`src/rtl/multicycle_controller.sv`:
```
// multicycle_controller: main control FSM of the multi-cycle RV32I core.
// Walks FETCH -> DECODE -> execute states per instruction and drives the
// datapath enables, mux selects and the ALU_op code for the ALU decoder.
// Optional feature macro: ILLEGAL_TRAP_EN. When it is defined, an unknown
// opcode parks the FSM in HALT and raises a sticky illegal_o flag until reset.
// When it is undefined, an unknown opcode behaves as a 2-cycle NOP.
module multicycle_controller #(
    parameter int STATE_W = 4
) (
    input  logic       clk_i,
    input  logic       rst_i,
    input  logic [6:0] opcode_i,
    input  logic [2:0] f3_i,
    input  logic       zero_i,
    input  logic       neg_i,
    output logic       PC_write_o,
    output logic       IR_write_o,
    output logic       adr_src_o,
    output logic       mem_write_o,
    output logic       reg_write_o,
    output logic [1:0] ALU_src_A_o,
    output logic [1:0] ALU_src_B_o,
    output logic [1:0] ALU_op_o,
    output logic [1:0] result_src_o,
    output logic [2:0] imm_src_o
`ifdef ILLEGAL_TRAP_EN
    ,
    output logic       illegal_o
`endif
);

    localparam logic [STATE_W-1:0] S_FETCH     = STATE_W'(0);
    localparam logic [STATE_W-1:0] S_DECODE    = STATE_W'(1);
    localparam logic [STATE_W-1:0] S_MEM_ADR   = STATE_W'(2);
    localparam logic [STATE_W-1:0] S_MEM_READ  = STATE_W'(3);
    localparam logic [STATE_W-1:0] S_MEM_WB    = STATE_W'(4);
    localparam logic [STATE_W-1:0] S_MEM_WRITE = STATE_W'(5);
    localparam logic [STATE_W-1:0] S_EXEC_R    = STATE_W'(6);
    localparam logic [STATE_W-1:0] S_EXEC_I    = STATE_W'(7);
    localparam logic [STATE_W-1:0] S_ALU_WB    = STATE_W'(8);
    localparam logic [STATE_W-1:0] S_BRANCH    = STATE_W'(9);
    localparam logic [STATE_W-1:0] S_JAL       = STATE_W'(10);
    localparam logic [STATE_W-1:0] S_JALR      = STATE_W'(11);
    localparam logic [STATE_W-1:0] S_LUI       = STATE_W'(12);
    localparam logic [STATE_W-1:0] S_HALT      = STATE_W'(13);

    localparam logic [6:0] OP_LW   = 7'b0000011;
    localparam logic [6:0] OP_SW   = 7'b0100011;
    localparam logic [6:0] OP_R    = 7'b0110011;
    localparam logic [6:0] OP_I    = 7'b0010011;
    localparam logic [6:0] OP_BR   = 7'b1100011;
    localparam logic [6:0] OP_JAL  = 7'b1101111;
    localparam logic [6:0] OP_JALR = 7'b1100111;
    localparam logic [6:0] OP_LUI  = 7'b0110111;

    localparam logic [2:0] IMM_I = 3'b000;
    localparam logic [2:0] IMM_S = 3'b001;
    localparam logic [2:0] IMM_B = 3'b010;
    localparam logic [2:0] IMM_J = 3'b011;
    localparam logic [2:0] IMM_U = 3'b100;

    logic [STATE_W-1:0] state_q, state_d;

    // Raw Moore outputs before reset gating
    logic       pc_write_c, ir_write_c, adr_src_c, mem_write_c, reg_write_c;
    logic [1:0] src_a_c, src_b_c, alu_op_c, result_src_c;
    logic [2:0] imm_src_c;
    logic       br_taken;

    // Branch condition; evaluated combinationally so the decision uses this cycle's flags
    always_comb begin
        case (f3_i)
            3'b000:  br_taken = zero_i;
            3'b001:  br_taken = ~zero_i;
            3'b100:  br_taken = neg_i;
            3'b101:  br_taken = ~neg_i;
            default: br_taken = 1'b0;
        endcase
    end

    // State register; reset always lands in FETCH
    always_ff @(posedge clk_i) begin
        if (rst_i) state_q <= S_FETCH;
        else       state_q <= state_d;
    end

    // Next-state logic
    always_comb begin
        state_d = S_FETCH;
        case (state_q)
            S_FETCH:  state_d = S_DECODE;
            S_DECODE: begin
                case (opcode_i)
                    OP_LW, OP_SW: state_d = S_MEM_ADR;
                    OP_R:         state_d = S_EXEC_R;
                    OP_I:         state_d = S_EXEC_I;
                    OP_BR:        state_d = S_BRANCH;
                    OP_JAL:       state_d = S_JAL;
                    OP_JALR:      state_d = S_JALR;
                    OP_LUI:       state_d = S_LUI;
`ifdef ILLEGAL_TRAP_EN
                    default:      state_d = S_HALT;
`else
                    default:      state_d = S_FETCH;
`endif
                endcase
            end
            S_MEM_ADR:   state_d = (opcode_i == OP_SW) ? S_MEM_WRITE : S_MEM_READ;
            S_MEM_READ:  state_d = S_MEM_WB;
            S_MEM_WB:    state_d = S_FETCH;
            S_MEM_WRITE: state_d = S_FETCH;
            S_EXEC_R:    state_d = S_ALU_WB;
            S_EXEC_I:    state_d = S_ALU_WB;
            S_ALU_WB:    state_d = S_FETCH;
            S_BRANCH:    state_d = S_FETCH;
            S_JAL:       state_d = S_ALU_WB;
            // JALR loads the target, then reuses JAL to rewrite it and form the link
            S_JALR:      state_d = S_JAL;
            S_LUI:       state_d = S_FETCH;
            S_HALT:      state_d = S_HALT;
            default:     state_d = S_FETCH;
        endcase
    end

    // Moore output decode; unused selects held at 0
    always_comb begin
        pc_write_c   = 1'b0;
        ir_write_c   = 1'b0;
        adr_src_c    = 1'b0;
        mem_write_c  = 1'b0;
        reg_write_c  = 1'b0;
        src_a_c      = 2'b00;
        src_b_c      = 2'b00;
        alu_op_c     = 2'b00;
        result_src_c = 2'b00;
        imm_src_c    = IMM_I;
        case (state_q)
            S_FETCH: begin
                ir_write_c   = 1'b1;
                pc_write_c   = 1'b1;
                src_b_c      = 2'b10;
                result_src_c = 2'b10;
            end
            S_DECODE: begin
                src_a_c   = 2'b01;
                src_b_c   = 2'b01;
                imm_src_c = (opcode_i == OP_JAL) ? IMM_J : IMM_B;
            end
            S_MEM_ADR: begin
                src_a_c   = 2'b10;
                src_b_c   = 2'b01;
                imm_src_c = (opcode_i == OP_SW) ? IMM_S : IMM_I;
            end
            S_MEM_READ: adr_src_c = 1'b1;
            S_MEM_WB: begin
                result_src_c = 2'b01;
                reg_write_c  = 1'b1;
            end
            S_MEM_WRITE: begin
                adr_src_c   = 1'b1;
                mem_write_c = 1'b1;
            end
            S_EXEC_R: begin
                src_a_c  = 2'b10;
                alu_op_c = 2'b10;
            end
            S_EXEC_I: begin
                src_a_c  = 2'b10;
                src_b_c  = 2'b01;
                alu_op_c = 2'b11;
            end
            S_ALU_WB: reg_write_c = 1'b1;
            S_BRANCH: begin
                src_a_c    = 2'b10;
                alu_op_c   = 2'b01;
                pc_write_c = br_taken;
            end
            S_JAL: begin
                // ALUOut still holds the target computed in DECODE (or JALR)
                pc_write_c = 1'b1;
                src_a_c    = 2'b01;
                src_b_c    = 2'b10;
            end
            S_JALR: begin
                src_a_c      = 2'b10;
                src_b_c      = 2'b01;
                result_src_c = 2'b10;
                pc_write_c   = 1'b1;
            end
            S_LUI: begin
                imm_src_c    = IMM_U;
                result_src_c = 2'b11;
                reg_write_c  = 1'b1;
            end
            default: ;
        endcase
    end

    // Everything is forced low while rst is asserted, so a mid-instruction reset cannot strobe
    assign PC_write_o   = pc_write_c  & ~rst_i;
    assign IR_write_o   = ir_write_c  & ~rst_i;
    assign adr_src_o    = adr_src_c   & ~rst_i;
    assign mem_write_o  = mem_write_c & ~rst_i;
    assign reg_write_o  = reg_write_c & ~rst_i;
    assign ALU_src_A_o  = rst_i ? 2'b00 : src_a_c;
    assign ALU_src_B_o  = rst_i ? 2'b00 : src_b_c;
    assign ALU_op_o     = rst_i ? 2'b00 : alu_op_c;
    assign result_src_o = rst_i ? 2'b00 : result_src_c;
    assign imm_src_o    = rst_i ? 3'b000 : imm_src_c;
`ifdef ILLEGAL_TRAP_EN
    // HALT is only left through reset, so the flag is sticky by construction
    assign illegal_o    = (state_q == S_HALT) & ~rst_i;
`endif

endmodule

```
`config.mk`:
```
export PLATFORM = sky130hd
export DESIGN_NAME = multicycle_controller
export DESIGN_NICKNAME = d
export VERILOG_FILES = /design/src/rtl/multicycle_controller.sv
export SDC_FILE = /design/constraint.sdc
export NUM_CORES = 1
export LEC_CHECK = 0
export BUFFER_PORTS_ARGS = -buffer_cell sky130_fd_sc_hd__buf_2
export CORE_AREA = 2 2 39 41
export CTS_BUF_LIST = sky130_fd_sc_hd__clkbuf_8
export DETAILED_ROUTE_END_ITERATION = 10
export DIE_AREA = 0 0 41 43
export PLACE_DENSITY = 0.81
export SLEW_MARGIN = 20
export SYNTH_ARGS = -nofsm -noshare
export SYNTH_HDL_FRONTEND = slang
export SYNTH_SLANG_ARGS = --single-unit
export TNS_END_PERCENT = 30
```
`constraint.sdc`:
```
create_clock -name clk_i -period 4.52 [get_ports clk_i]
set_input_delay 0.904 -clock clk_i [delete_from_list [all_inputs] [get_ports clk_i]]
set_output_delay 0.904 -clock clk_i [all_outputs]
set_load 0.1 [all_outputs]
```
# Yosys cells after proc, flatten, opt, wreduce, memory -nomap -nowiden
# Cells that the tools add are included.
# totals
regBits	4
in_bits	14
out_inout_bits	16
word_cells	66
# classes
eq_ne	24
n_mux	21
bitwise	8
n_reduce_logical	12
# op_table
operator	count
$pmux W4 S7	2
$eq A4 B4 Y1 const B	6
$eq A7 B6 Y1 const B	3
$eq A7 B7 Y1 const B	3
$eq A4 B3 Y1 const B	4
$pmux W2 S3	2
$reduce_or A2 Y1	5
$pmux W3 S3	1
$reduce_or A3 Y1	3
$eq A4 B2 Y1 const B	2
$mux W2	4
$pmux W2 S2	2
$eq A7 B2 Y1 const B	1
$eq A7 B5 Y1 const B	1
$eq A3 B3 Y1 const B	2
$mux W1	6
$mux W3	2
$and A1 B1 Y1	5
$reduce_or A5 Y1	1
$eq A4 B1 Y1 const B	1
$logic_not A4 Y1	1
$pmux W1 S4	1
$reduce_or A4 Y1	1
$eq A3 B1 Y1 const B	1
other kinds (3)	5

# Depth between registers and ports, before layout
# Gate-level depths: netlist of the first run.
# depth
ltp_word	4
depth_mapped	5
mapped_depth_nobuf	4

# Worst setup path before layout of the first run
# OpenSTA, ideal clock, no wires.
# synth_path
path_kind	input to output
start	in f3_i[2]
end	out PC_write_o
arrival_ps	6031
required_time_ps	3616
setup_slack_ps	-2415
path_stages	4
n_path_buf	0
path_cell_list	mux2i_1 xnor2_1 a31oi_1 a2111oi_0
# synth_via
elab_chain_len	4
word_cells_on_any_way	7
cone_classes	eq/ne: 3; mux: 2; bitwise: 1; reduce/logical: 1
# synth_lines
element	line	text
start: declaration	13	input logic [2:0] f3_i,
$eq A3 B3 Y1 (tied with other cells)	72	case (f3_i)
$pmux W1 S4 (*)	72	
$pmux W1 S2 (*)	137	case (state_q)
$and A1 B1 Y1 (*)	200	assign PC_write_o = pc_write_c & ~rst_i;
end: declaration	16	output logic PC_write_o,
# Every way passes the cells marked *; elsewhere a longest branch is shown, timed or not.

# Worst setup path after layout of the first run
# layout_path
start	in opcode_i[3]
end	out imm_src_o[0]
# layout_via
elab_chain_len	4
word_cells_on_any_way	6
cone_classes	eq/ne: 2; mux: 4
# layout_lines
element	line	text
start: declaration	12	input logic [6:0] opcode_i,
$eq A7 B6 Y1 or $eq A7 B7 Y1 (tied branches)	152, 147	
$mux W1 (on tied branches)	152, 147	
$pmux W3 S3 (*)	137	
$mux W3 (*)	209	assign imm_src_o = rst_i ? 3'b000 : imm_src_c;
end: declaration	25	output logic [2:0] imm_src_o
# Marks and branches as above.

==> impl_metrics.env, run 1 <==
export IMPL_setup_violations_final=0
export IMPL_gr_usage_met3_pct=6.81
export IMPL_tritoncts_clock_tree="yes"
export IMPL_largest_reg_flops=4
export IMPL_report_final_hold_viol_count=0
export IMPL_max_cap_viol_count=0
export IMPL_cp_slowest_cell="sky130_fd_sc_hd__buf_2"
export IMPL_dpl_hpwl_mm=1.14
export IMPL_leakage_nw=0.349
export IMPL_drt_wl_total_mm=1.57
export IMPL_max_flop_register="state_q"
export IMPL_ys_flop_type="sky130_fd_sc_hd__dfxtp_1"
export IMPL_clkSinkCount=4
export IMPL_post_synth_cell_area_avg_um2=6.33
export IMPL_critical_path_top_cell_by_count="sky130_fd_sc_hd__buf_2"
export IMPL_area_sequential_um2=80.1
export IMPL_ir_worst_vdd_uv=259
export IMPL_synthesis_instances=97
export IMPL_p_per_area_nw_per_um2=248
export IMPL_netlist_top_cells_area="sky130_fd_sc_hd__dfxtp_1, sky130_fd_sc_hd__nor2_1, sky130_fd_sc_hd__nand2_1"
export IMPL_fin_area_um2=792
export IMPL_postCtsResizedCells=0
export IMPL_clock_root_buffer="sky130_fd_sc_hd__clkbuf_8"
export IMPL_max_slew_worst_pin_slew_ps=774
export IMPL_final_period_utilization_pct=75.5
export IMPL_critical_path_cell_chain="buf_2, or2_0, or4_1, or2_1, a21oi_1, buf_2"
export IMPL_netlist_top_cells_count="sky130_fd_sc_hd__nor2_1, sky130_fd_sc_hd__nand2_1, sky130_fd_sc_hd__a21oi_1, sky130_fd_sc_hd__nor3_1, sky130_fd_sc_hd__a31oi_1"
export IMPL_ctsHoldBuffers=0
export IMPL_grt_max_degree=26
export IMPL_yosys_area_top_type_share_pct=13.0
export IMPL_worst_ep_required_time_ps=3620
export IMPL_num_rows=14
export IMPL_yosysWarningCount=0
export IMPL_htree_levels=1
export IMPL_synth_most_common_cell="sky130_fd_sc_hd__nor2_1"
export IMPL_ioPinCount=30
export IMPL_fmax_ghz=0.293
export IMPL_antenna_left=0
export IMPL_cts_setup_buffers=0
export IMPL_unrepaired_setup_endpoints_after_global_routing="no"
export IMPL_overall_routing_resource_usage_pct=19.8
export IMPL_drtIter0Drc=31
export IMPL_die_h_um=43
export IMPL_wl_per_cell_um=11.4
export IMPL_synthMuxAreaShare_pct=1.63
export IMPL_global_route_wire_length_before_repair_mm=2.53
export IMPL_area_growth_synth_to_final_pct=28.9
export IMPL_die_footprint_um2=1760
export IMPL_placement_io_buffers=29
export IMPL_critical_path_max_fanout=5
export IMPL_starting_density_pct=44.4
export IMPL_avgViaCountPerCell=5.68
export IMPL_detailed_place_area_um2=751
export IMPL_yosys_area_share_xor_xnor_pct=4.28
export IMPL_gr_max_usage_layer="met1"
export IMPL_synth_ff_latch_count=4
export IMPL_mappedNetlistNets=111
export IMPL_vias=784
export IMPL_timing_final_crit_period_ps=3410
export IMPL_n_fill_cell=131
export IMPL_max_stage_delay_ps=440
export IMPL_cts_buffers_inserted=3
export IMPL_clkSlewWorstSetupHoldPaths_ps=30
export IMPL_core_region_area_um2=1380
export IMPL_number_of_pins_with_negative_max_slew_slack_in_the_final_report=0
export IMPL_synth_edff_count=0
export IMPL_multiInputGateArea_um2=498
export IMPL_kind_of_launch_point_of_the_worst_setup_path="input port"
export IMPL_hold_class="reg -> reg"
export IMPL_drcViolationCount=0
export IMPL_finish_utilization_pct=57.2
export IMPL_vias_in_the_first_global_route=613
export IMPL_grt_met2_usage_pct=26.3
export IMPL_timing_critical_path_buf_inv=2
export IMPL_post_synth_simple_gate_area_pct=50.9
export IMPL_die_width_um=41
export IMPL_synth_seq_area_share_pct=13.0
export IMPL_adder_and_majority_gate_portion_of_the_synthesized_area_pct=0
export IMPL_max_slew_margin_pct=48.3
export IMPL_synth_compound_area_share_pct=23.2
export IMPL_reg_top3="state_q x4"
export IMPL_synthArstFlopShare_pct=0
export IMPL_worst_setup_path_end_kind="primary output"
export IMPL_dominant_combinational_cell_family_by_area_after_synthesis="simple AND/OR/NAND/NOR gates"
export IMPL_detail_route_first_pass_iterations=4
export IMPL_cts_path_max_buffers=2
export IMPL_final_net_count=138
export IMPL_worstSkewPairLatency_ps=210
export IMPL_clock_skew_final_ps=3.53
export IMPL_netlist_area_um2=614
export IMPL_yosys_area_top_type="sky130_fd_sc_hd__dfxtp_1"
export IMPL_timing_critical_path_max_delay_family="simple AND/OR/NAND/NOR gates"
export IMPL_grt_antenna_before_repair=0
export IMPL_layout_drive_gt1_share_pct=30.3
export IMPL_gp_routability_congestion=0.905
export IMPL_global_route_overflow_total=0
export IMPL_yosysUniqueCellTypes=39
export IMPL_cp_arrival_ps=2510
export IMPL_groute_layer_met1_usage_pct=30.5
export IMPL_antenna_cells_inserted=0
export IMPL_status="finished, final reports clean"
export IMPL_crit_type="in -> out"
[layout by cell type (no fill, tap or decap), drive strengths merged]
cell type,count
and2b,1
o21ai,1
a221oi,1
xor2,1
or4,1
xnor2,2
buf,29
nand4,1
a31oi,5
a211o,1
clkbuf,3
o41ai,1
a31o,1
nand4b,1
nor2,13
o31ai,1
nand3,3
nor4,1
mux2i,1
nor2b,3
a211oi,1
a21oi,8
and2,1
or2,2
inv,2
nor4b,3
dfxtp,4
nor3,9
nand2b,4
a21o,1
a2111oi,1
or3b,1
or4b,1
or3,1
nand2,12
[area by class of cell]
type | count | share of cell area [%]
Multi-Input combinational cell | 84 | 62.9
Inverter | 2 | 0.948
Timing Repair Buffer | 29 | 18.3
Sequential cell | 4 | 10.1
Clock buffer | 3 | 5.21
Tap cell | 16 | 2.53
[stage by stage]
stage	TNS (ps)	std cells	hold slack (ps)	total power, W	setup slack (ps)
2_1_floorplan	-1940	97	545	0.000108	-615
3_3_place_gp	0	135	704	0.000123	1150
3_5_place_dp	0	135	691	0.000124	1130
4_1_cts	0	138	709	0.000200	1120
5_1_grt	0	138	762	0.000210	1040
6_report	0	138	697	0.000197	1110
[per-layer routing]
layer,routed length [µm],up-vias
met2,675,43
met1,692,333
met3,185,2
met4,16,0
li1,-,406
met5,0,-
[tightest hold or removal path: cells and delay by family, from the launching register on]
kind             cells  cell delay [ps]
flip-flops           1              430
AND/OR/NAND/NOR      1              120
AO/OA/AOI/OAI        1               90
[cell families after synthesis]
group	count (synthesis)
AO/OA/AOI/OAI	22
XOR/XNOR	3
buffers and inverters	9
flip-flops	4
multiplexers	1
AND/OR/NAND/NOR	58
[worst paths after layout]
kind                                            start                    end  slack [ps]  cells after the start
worst max-delay path                      opcode_i[3]           imm_src_o[0]        1110                      6
worst min-delay path            state_q[0]$_SDFF_PP0_  state_q[2]$_SDFF_PP0_         700                      2
worst max register to register  state_q[3]$_SDFF_PP0_  state_q[1]$_SDFF_PP0_        2730                      4
worst min register to register  state_q[0]$_SDFF_PP0_  state_q[2]$_SDFF_PP0_         700                      2
[power breakdown]
| group | total (W) | switching, W | internal (W) | leakage (nW) |
|---|---|---|---|---|
| Combinational | 0.0000822 | 0.0000613 | 0.0000208 | 0.295 |
| Clock | 0.0000730 | 0.0000164 | 0.0000566 | 0.0216 |
| Sequential | 0.0000416 | 0.00000478 | 0.0000368 | 0.0326 |
No activity file was read; power rests on OpenSTA's default activity.
==> run 2, diff against run 1 <==
--- a/config.mk
+++ b/config.mk
@@ -6,11 +6,11 @@
 export NUM_CORES = 1
 export LEC_CHECK = 0
 export BUFFER_PORTS_ARGS = -buffer_cell sky130_fd_sc_hd__buf_2
-export CORE_AREA = 2 2 39 41
+export CORE_MARGIN = 2
+export CORE_UTILIZATION = 42
 export CTS_BUF_LIST = sky130_fd_sc_hd__clkbuf_8
 export DETAILED_ROUTE_END_ITERATION = 10
-export DIE_AREA = 0 0 41 43
-export PLACE_DENSITY = 0.81
+export PLACE_DENSITY = 0.78
 export SLEW_MARGIN = 20
 export SYNTH_ARGS = -nofsm -noshare
 export SYNTH_HDL_FRONTEND = slang
==> constraint.sdc (replaced) <==
create_clock -name clk_i -period 2.82 [get_ports clk_i]
set_input_delay 0.564 -clock clk_i [delete_from_list [all_inputs] [get_ports clk_i]]
set_output_delay 0.564 -clock clk_i [all_outputs]
set_load 0.1 [all_outputs]
==> run 2 against run 1 <==
  * Die area increased by 1.2%
  * Worst setup slack worse by 910 ps
  * Power increased by 67%
==> impl_metrics.env, run 2 (synthesized netlist as in run 1, its figures left out) <==
export IMPL_grt_antenna_before_repair=0
export IMPL_highest_count_cells_in_the_layout_ignoring_fill_and_taps="sky130_fd_sc_hd__buf_2, sky130_fd_sc_hd__nor2_1, sky130_fd_sc_hd__nand2_1, sky130_fd_sc_hd__a21oi_1, sky130_fd_sc_hd__nor3_1"
export IMPL_cts_path_max_buffers=2
export IMPL_final_period_utilization_pct=93.0
export IMPL_largest_reg_flops=4
export IMPL_final_common_cell="sky130_fd_sc_hd__buf_2"
export IMPL_regToRegSetupSlack_ps=1240
export IMPL_worst_setup_path_end_kind="primary output"
export IMPL_postCtsResizedCells=0
export IMPL_unrepaired_setup_endpoints_after_global_routing="no"
export IMPL_antenna_left=0
export IMPL_detailed_place_area_um2=857
export IMPL_number_of_pins_with_negative_max_slew_slack_in_the_final_report=0
export IMPL_setup_violations_final=0
export IMPL_detail_route_first_pass_iterations=4
export IMPL_die_h_um=42.2
export IMPL_gp_routability_congestion=0.848
export IMPL_core_region_area_um2=1330
export IMPL_finish_utilization_pct=67.4
export IMPL_comb_power_share_pct=44.8
export IMPL_drcViolationCount=0
export IMPL_vias_in_the_first_global_route=681
export IMPL_critical_path_max_fanout=5
export IMPL_cts_buffers_inserted=3
export IMPL_dpl_hpwl_mm=1.29
export IMPL_kind_of_launch_point_of_the_worst_setup_path="input port"
export IMPL_power_switching_w=0.000138
export IMPL_worst_ep_required_time_ps=2260
export IMPL_reg_top3="state_q x4"
export IMPL_global_route_wire_length_before_repair_mm=2.87
export IMPL_max_slew_worst_pin_slew_ps=516
export IMPL_antenna_cells_inserted=0
export IMPL_ioPinCount=30
export IMPL_p_clk_share_pct=36.1
export IMPL_ir_worst_vdd_uv=310
export IMPL_avgViaCountPerCell=5.73
export IMPL_num_rows=13
export IMPL_max_slew_margin_pct=65.5
export IMPL_timing_final_crit_period_ps=2620
export IMPL_grt_max_degree=24
export IMPL_overall_routing_resource_usage_pct=20.3
export IMPL_placement_io_buffers=29
export IMPL_hold_class="reg -> reg"
export IMPL_clkSinkCount=4
export IMPL_status="finished, final reports clean"
export IMPL_area_growth_synth_to_final_pct=46.2
export IMPL_max_cap_viol_count=0
export IMPL_final_net_count=142
export IMPL_swShare_pct=42.0
export IMPL_crit_type="in -> out"
export IMPL_wl_per_cell_um=11.7
export IMPL_report_final_hold_viol_count=0
export IMPL_leakage_nw=0.382
export IMPL_p_per_area_nw_per_um2=366
export IMPL_clkSlewWorstSetupHoldPaths_ps=30
export IMPL_starting_density_pct=46.1
export IMPL_ctsHoldBuffers=0
export IMPL_drt_wl_total_mm=1.66
export IMPL_fin_area_um2=898
export IMPL_seq_power_share_pct=19.1
export IMPL_die_footprint_um2=1780
export IMPL_internal_power_w=0.000191
export IMPL_clock_skew_final_ps=4.72
export IMPL_layout_drive_gt1_share_pct=36.5
export IMPL_cts_setup_buffers=0
export IMPL_global_route_overflow_total=0
export IMPL_drtIter0Drc=27
export IMPL_die_width_um=42.2
export IMPL_fmax_ghz=0.381
export IMPL_final_setup_worst_slack_ps=198
export IMPL_tritoncts_clock_tree="yes"
export IMPL_vias=808
export IMPL_clock_root_buffer="sky130_fd_sc_hd__clkbuf_8"
export IMPL_cp_arrival_ps=2060
export IMPL_place_worst_setup_slack_ps=196
export IMPL_max_flop_register="state_q"
export IMPL_worstSkewPairLatency_ps=220
export IMPL_htree_levels=1
[run 2: changes by cell type in the layout (fill, tap and decap cells not counted)]
cell and change:
sky130_fd_sc_hd__buf_2 -2, sky130_fd_sc_hd__nor4b_4 +2, sky130_fd_sc_hd__buf_4 +4, sky130_fd_sc_hd__nor4b_2 +1, sky130_fd_sc_hd__nor4_2 +1, sky130_fd_sc_hd__nor4b_1 -3, sky130_fd_sc_hd__buf_12 +2, sky130_fd_sc_hd__nor3_1 -1
sky130_fd_sc_hd__nor3_2 +1, sky130_fd_sc_hd__nor4_1 -1
[run 2: final timing paths]
kind                         startpoint               endpoint  depth (start not counted)
hold reg to reg   state_q[0]$_SDFF_PP0_  state_q[2]$_SDFF_PP0_                          2
setup / recovery            opcode_i[3]           imm_src_o[0]                          6
setup reg to reg  state_q[2]$_SDFF_PP0_  state_q[1]$_SDFF_PP0_                          4
hold / removal    state_q[0]$_SDFF_PP0_  state_q[2]$_SDFF_PP0_                          2
[run 2: final cells by class]
cell class / count / area (µm²)
multi-input cells: 84 / 546
fillers: 116 / 435
repair buffers: 33 / 205
flip-flops and latches: 4 / 80.1
clock buffers: 3 / 41.3
well taps: 15 / 18.8
inverters: 2 / 7.51
[run 2: worst max-delay path: stages]
cell                      delay, ps
sky130_fd_sc_hd__buf_2          130
sky130_fd_sc_hd__or2_0          240
sky130_fd_sc_hd__or4_1          420
sky130_fd_sc_hd__or2_1          260
sky130_fd_sc_hd__a21oi_1        240
sky130_fd_sc_hd__buf_12         210
[run 2: through the flow]
step / hold WS (ps) / setup TNS (ps) / power (W) / std cells
2_1_floorplan: 545 / -4180 / 0.000177 / 97
3_3_place_gp: 642 / 0 / 0.000210 / 138
3_5_place_dp: 620 / 0 / 0.000211 / 138
4_1_cts: 628 / 0 / 0.000333 / 141
5_1_grt: 655 / 0 / 0.000350 / 141
6_report: 624 / 0 / 0.000329 / 141
[run 2: power by group through the flow]
stage	Clock, W	Combinational (W)	Sequential, W
finish	0.000119	0.000147	0.0000629
global route	0.000131	0.000156	0.0000633
CTS	0.000123	0.000148	0.0000629
detailed placement	0	0.000147	0.0000637
global placement	0	0.000146	0.0000641
floorplan	0	0.000116	0.0000613
[run 2: layer usage]
layer  up-vias  global-route usage (%)  wire length [µm]
met1       358                    26.5               732
met4         0                    6.25                 0
met2        34                    31.1               772
met5         -                       0                 0
li1        416                       -                 -
met3         0                    6.90               150
==> run 3, diff against run 2 <==
--- a/config.mk
+++ b/config.mk
@@ -7,8 +7,8 @@
 export LEC_CHECK = 0
 export BUFFER_PORTS_ARGS = -buffer_cell sky130_fd_sc_hd__buf_2
 export CORE_MARGIN = 2
-export CORE_UTILIZATION = 42
-export CTS_BUF_LIST = sky130_fd_sc_hd__clkbuf_8
+export CORE_UTILIZATION = 44
+export CTS_BUF_LIST = sky130_fd_sc_hd__clkbuf_16
 export DETAILED_ROUTE_END_ITERATION = 10
 export PLACE_DENSITY = 0.78
 export SLEW_MARGIN = 20
==> constraint.sdc (replaced) <==
create_clock -name clk_i -period 2.9 [get_ports clk_i]
set_input_delay 0.58 -clock clk_i [delete_from_list [all_inputs] [get_ports clk_i]]
set_output_delay 0.58 -clock clk_i [all_outputs]
set_load 0.1 [all_outputs]
==> run 3 against run 2 <==
  * Register-to-register slack worse by 60 ps
  * Worst setup slack got worse by 38 ps
  * Worst hold slack better by 85 ps
  * Sequential cell count unchanged
  * Sequential power up 2%
  * Clock skew shrank 4.4 ps
  * Clock power increased by 80%
  * Routed wire length grew 3.6%
  * Clock-buffer cell count stayed put
  * Sequential share of layout area down 0.11 points
  * Die area is 4.1% lower
  * Combinational power is 9% lower
  * Critical endpoint unchanged
  * Largest power group is now the clock network
==> impl_metrics.env, run 3 (synthesized netlist as in run 1, its figures left out) <==
export IMPL_global_route_wire_length_before_repair_mm=2.70
export IMPL_starting_density_pct=47.2
export IMPL_die_h_um=41.4
export IMPL_clkSinkCount=4
export IMPL_core_region_area_um2=1300
export IMPL_worst_r2r_startpoint="state_q[0]$_SDFF_PP0_"
export IMPL_vias_in_the_first_global_route=631
export IMPL_wl_per_cell_um=12.3
export IMPL_clock_root_buffer="sky130_fd_sc_hd__clkbuf_16"
export IMPL_critical_path_max_fanout=14
export IMPL_clkSlewWorstSetupHoldPaths_ps=30
export IMPL_antenna_left=0
export IMPL_dpl_hpwl_mm=1.27
export IMPL_postCtsResizedCells=0
export IMPL_worstHoldEndpoint="state_q[1]$_SDFF_PP0_"
export IMPL_n_fill_cell=123
export IMPL_finish_utilization_pct=69.9
export IMPL_p_per_area_nw_per_um2=454
export IMPL_cp_arrival_ps=2160
export IMPL_layout_drive_gt1_share_pct=36.0
export IMPL_timing_final_crit_period_ps=2740
export IMPL_worst_r2r_endpoint="state_q[1]$_SDFF_PP0_"
export IMPL_clock_skew_final_ps=0.358
export IMPL_hold_class="in -> reg"
export IMPL_largest_reg_flops=4
export IMPL_grt_antenna_before_repair=0
export IMPL_leakage_nw=0.388
export IMPL_ioPinCount=30
export IMPL_die_footprint_um2=1710
export IMPL_ir_worst_vdd_uv=239
export IMPL_max_slew_worst_pin_slew_ps=562
export IMPL_worst_setup_path_end_kind="primary output"
export IMPL_report_final_hold_viol_count=0
export IMPL_power_w=0.000413
export IMPL_setup_violations_final=0
export IMPL_max_flop_register="state_q"
export IMPL_finalNonFillerCells=140
export IMPL_highest_count_cells_in_the_layout_ignoring_fill_and_taps="sky130_fd_sc_hd__buf_2, sky130_fd_sc_hd__nor2_1, sky130_fd_sc_hd__nand2_1, sky130_fd_sc_hd__a21oi_1, sky130_fd_sc_hd__nor3_1"
export IMPL_grt_max_degree=24
export IMPL_status="finished, final reports clean"
export IMPL_worst_ep_required_time_ps=2320
export IMPL_fmax_ghz=0.365
export IMPL_internal_power_w=0.000268
export IMPL_placedCellCount=137
export IMPL_power_switching_w=0.000145
export IMPL_max_slew_margin_pct=62.5
export IMPL_p_clk_share_pct=51.9
export IMPL_area_growth_synth_to_final_pct=48.1
export IMPL_final_net_count=141
export IMPL_cts_setup_buffers=0
export IMPL_seq_power_share_pct=15.5
export IMPL_worstSkewPairLatency_ps=220
export IMPL_comb_power_share_pct=32.6
export IMPL_cts_path_max_buffers=2
export IMPL_gp_routability_congestion=0.924
export IMPL_unrepaired_setup_endpoints_after_global_routing="no"
export IMPL_min_path_cells=4
export IMPL_worstRegToRegCells=4
export IMPL_max_cap_viol_count=0
export IMPL_detail_route_first_pass_iterations=4
export IMPL_number_of_pins_with_negative_max_slew_slack_in_the_final_report=0
export IMPL_tritoncts_clock_tree="yes"
export IMPL_overall_routing_resource_usage_pct=23.6
export IMPL_die_width_um=41.4
export IMPL_final_common_cell="sky130_fd_sc_hd__buf_2"
export IMPL_htree_levels=1
export IMPL_swShare_pct=35.2
export IMPL_final_period_utilization_pct=94.5
export IMPL_avgViaCountPerCell=5.91
export IMPL_reg_top3="state_q x4"
export IMPL_regToRegSetupSlack_ps=1180
export IMPL_drcViolationCount=0
export IMPL_drt_wl_total_mm=1.72
export IMPL_drtIter0Drc=25
export IMPL_ctsHoldBuffers=0
export IMPL_num_rows=13
export IMPL_antenna_cells_inserted=0
export IMPL_holdCritStartpoint="opcode_i[2]"
export IMPL_global_route_overflow_total=0
export IMPL_placement_io_buffers=29
export IMPL_crit_type="reg -> out"
export IMPL_cts_buffers_inserted=3
export IMPL_kind_of_launch_point_of_the_worst_setup_path="register"
export IMPL_vias=828
-- run 3: changes by cell type in the layout (fill, tap and decap cells not counted) --
cell | before | now
sky130_fd_sc_hd__buf_12 | 2 | 1
sky130_fd_sc_hd__clkbuf_16 | 0 | 3
sky130_fd_sc_hd__buf_2 | 27 | 28
sky130_fd_sc_hd__clkbuf_8 | 3 | 0
sky130_fd_sc_hd__buf_4 | 4 | 3
-- run 3: per-layer routing --
| metal | wire length [µm] | part of all wire, % | vias up | GRT usage (%) |
|---|---|---|---|---|
| li1 | - | - | 416 | - |
| met1 | 755 | 44 | 380 | 30.4 |
| met2 | 834 | 49 | 28 | 42.2 |
| met3 | 105 | 6.1 | 4 | 2.13 |
| met4 | 21 | 1.2 | 0 | 5.65 |
| met5 | 0 | 0 | - | 0 |
-- run 3: layout make-up --
cell class	count	area [µm²]	share of cell area, %
clock buffer	3	75.1	8.25
inverter	2	7.51	0.825
timing repair buffer	32	183	20.1
sequential	4	80.1	8.80
multi-input combinational	84	546	60.0
tap	15	18.8	2.06
-- run 3: worst max-delay path by stage --
stage | cells past startpoint | end | startpoint | slack (ps)
floorplan | 4 | PC_write_o | f3_i[2] | -670
global placement | 6 | imm_src_o[0] | opcode_i[3] | 290
detailed placement | 6 | imm_src_o[0] | opcode_i[3] | 270
CTS | 5 | imm_src_o[0] | state_q[0]$_SDFF_PP0_ | 160
global route | 5 | imm_src_o[0] | state_q[0]$_SDFF_PP0_ | 80
finish | 5 | imm_src_o[0] | state_q[0]$_SDFF_PP0_ | 160
-- run 3: power by group through the flow --
stage	registers [W]	clock network (W)	logic [W]
floorplan	0.0000596	0	0.000112
global placement	0.0000645	0	0.000132
detailed placement	0.0000643	0	0.000134
CTS	0.0000639	0.000215	0.000135
global route	0.0000645	0.000224	0.000143
finish	0.0000641	0.000214	0.000134
-- run 3: stage by stage --
step                worst slack (ps)  TNS [ps]  hold slack, ps  instance area [µm²]
finish                           160         0             709                  910
global route                    75.7         0             720                  910
CTS                              164         0             707                  910
detailed placement               274         0             722                  835
global placement                 295         0             727                  835
floorplan                       -668     -3550             545                  668
-- run 3: critical path, cell delays in order, from the launching register on --
cell	delay [ps]
sky130_fd_sc_hd__dfxtp_1	620
sky130_fd_sc_hd__or4b_4	550
sky130_fd_sc_hd__nor3_2	230
sky130_fd_sc_hd__nand2_1	80
sky130_fd_sc_hd__a21oi_1	240
sky130_fd_sc_hd__buf_12	210
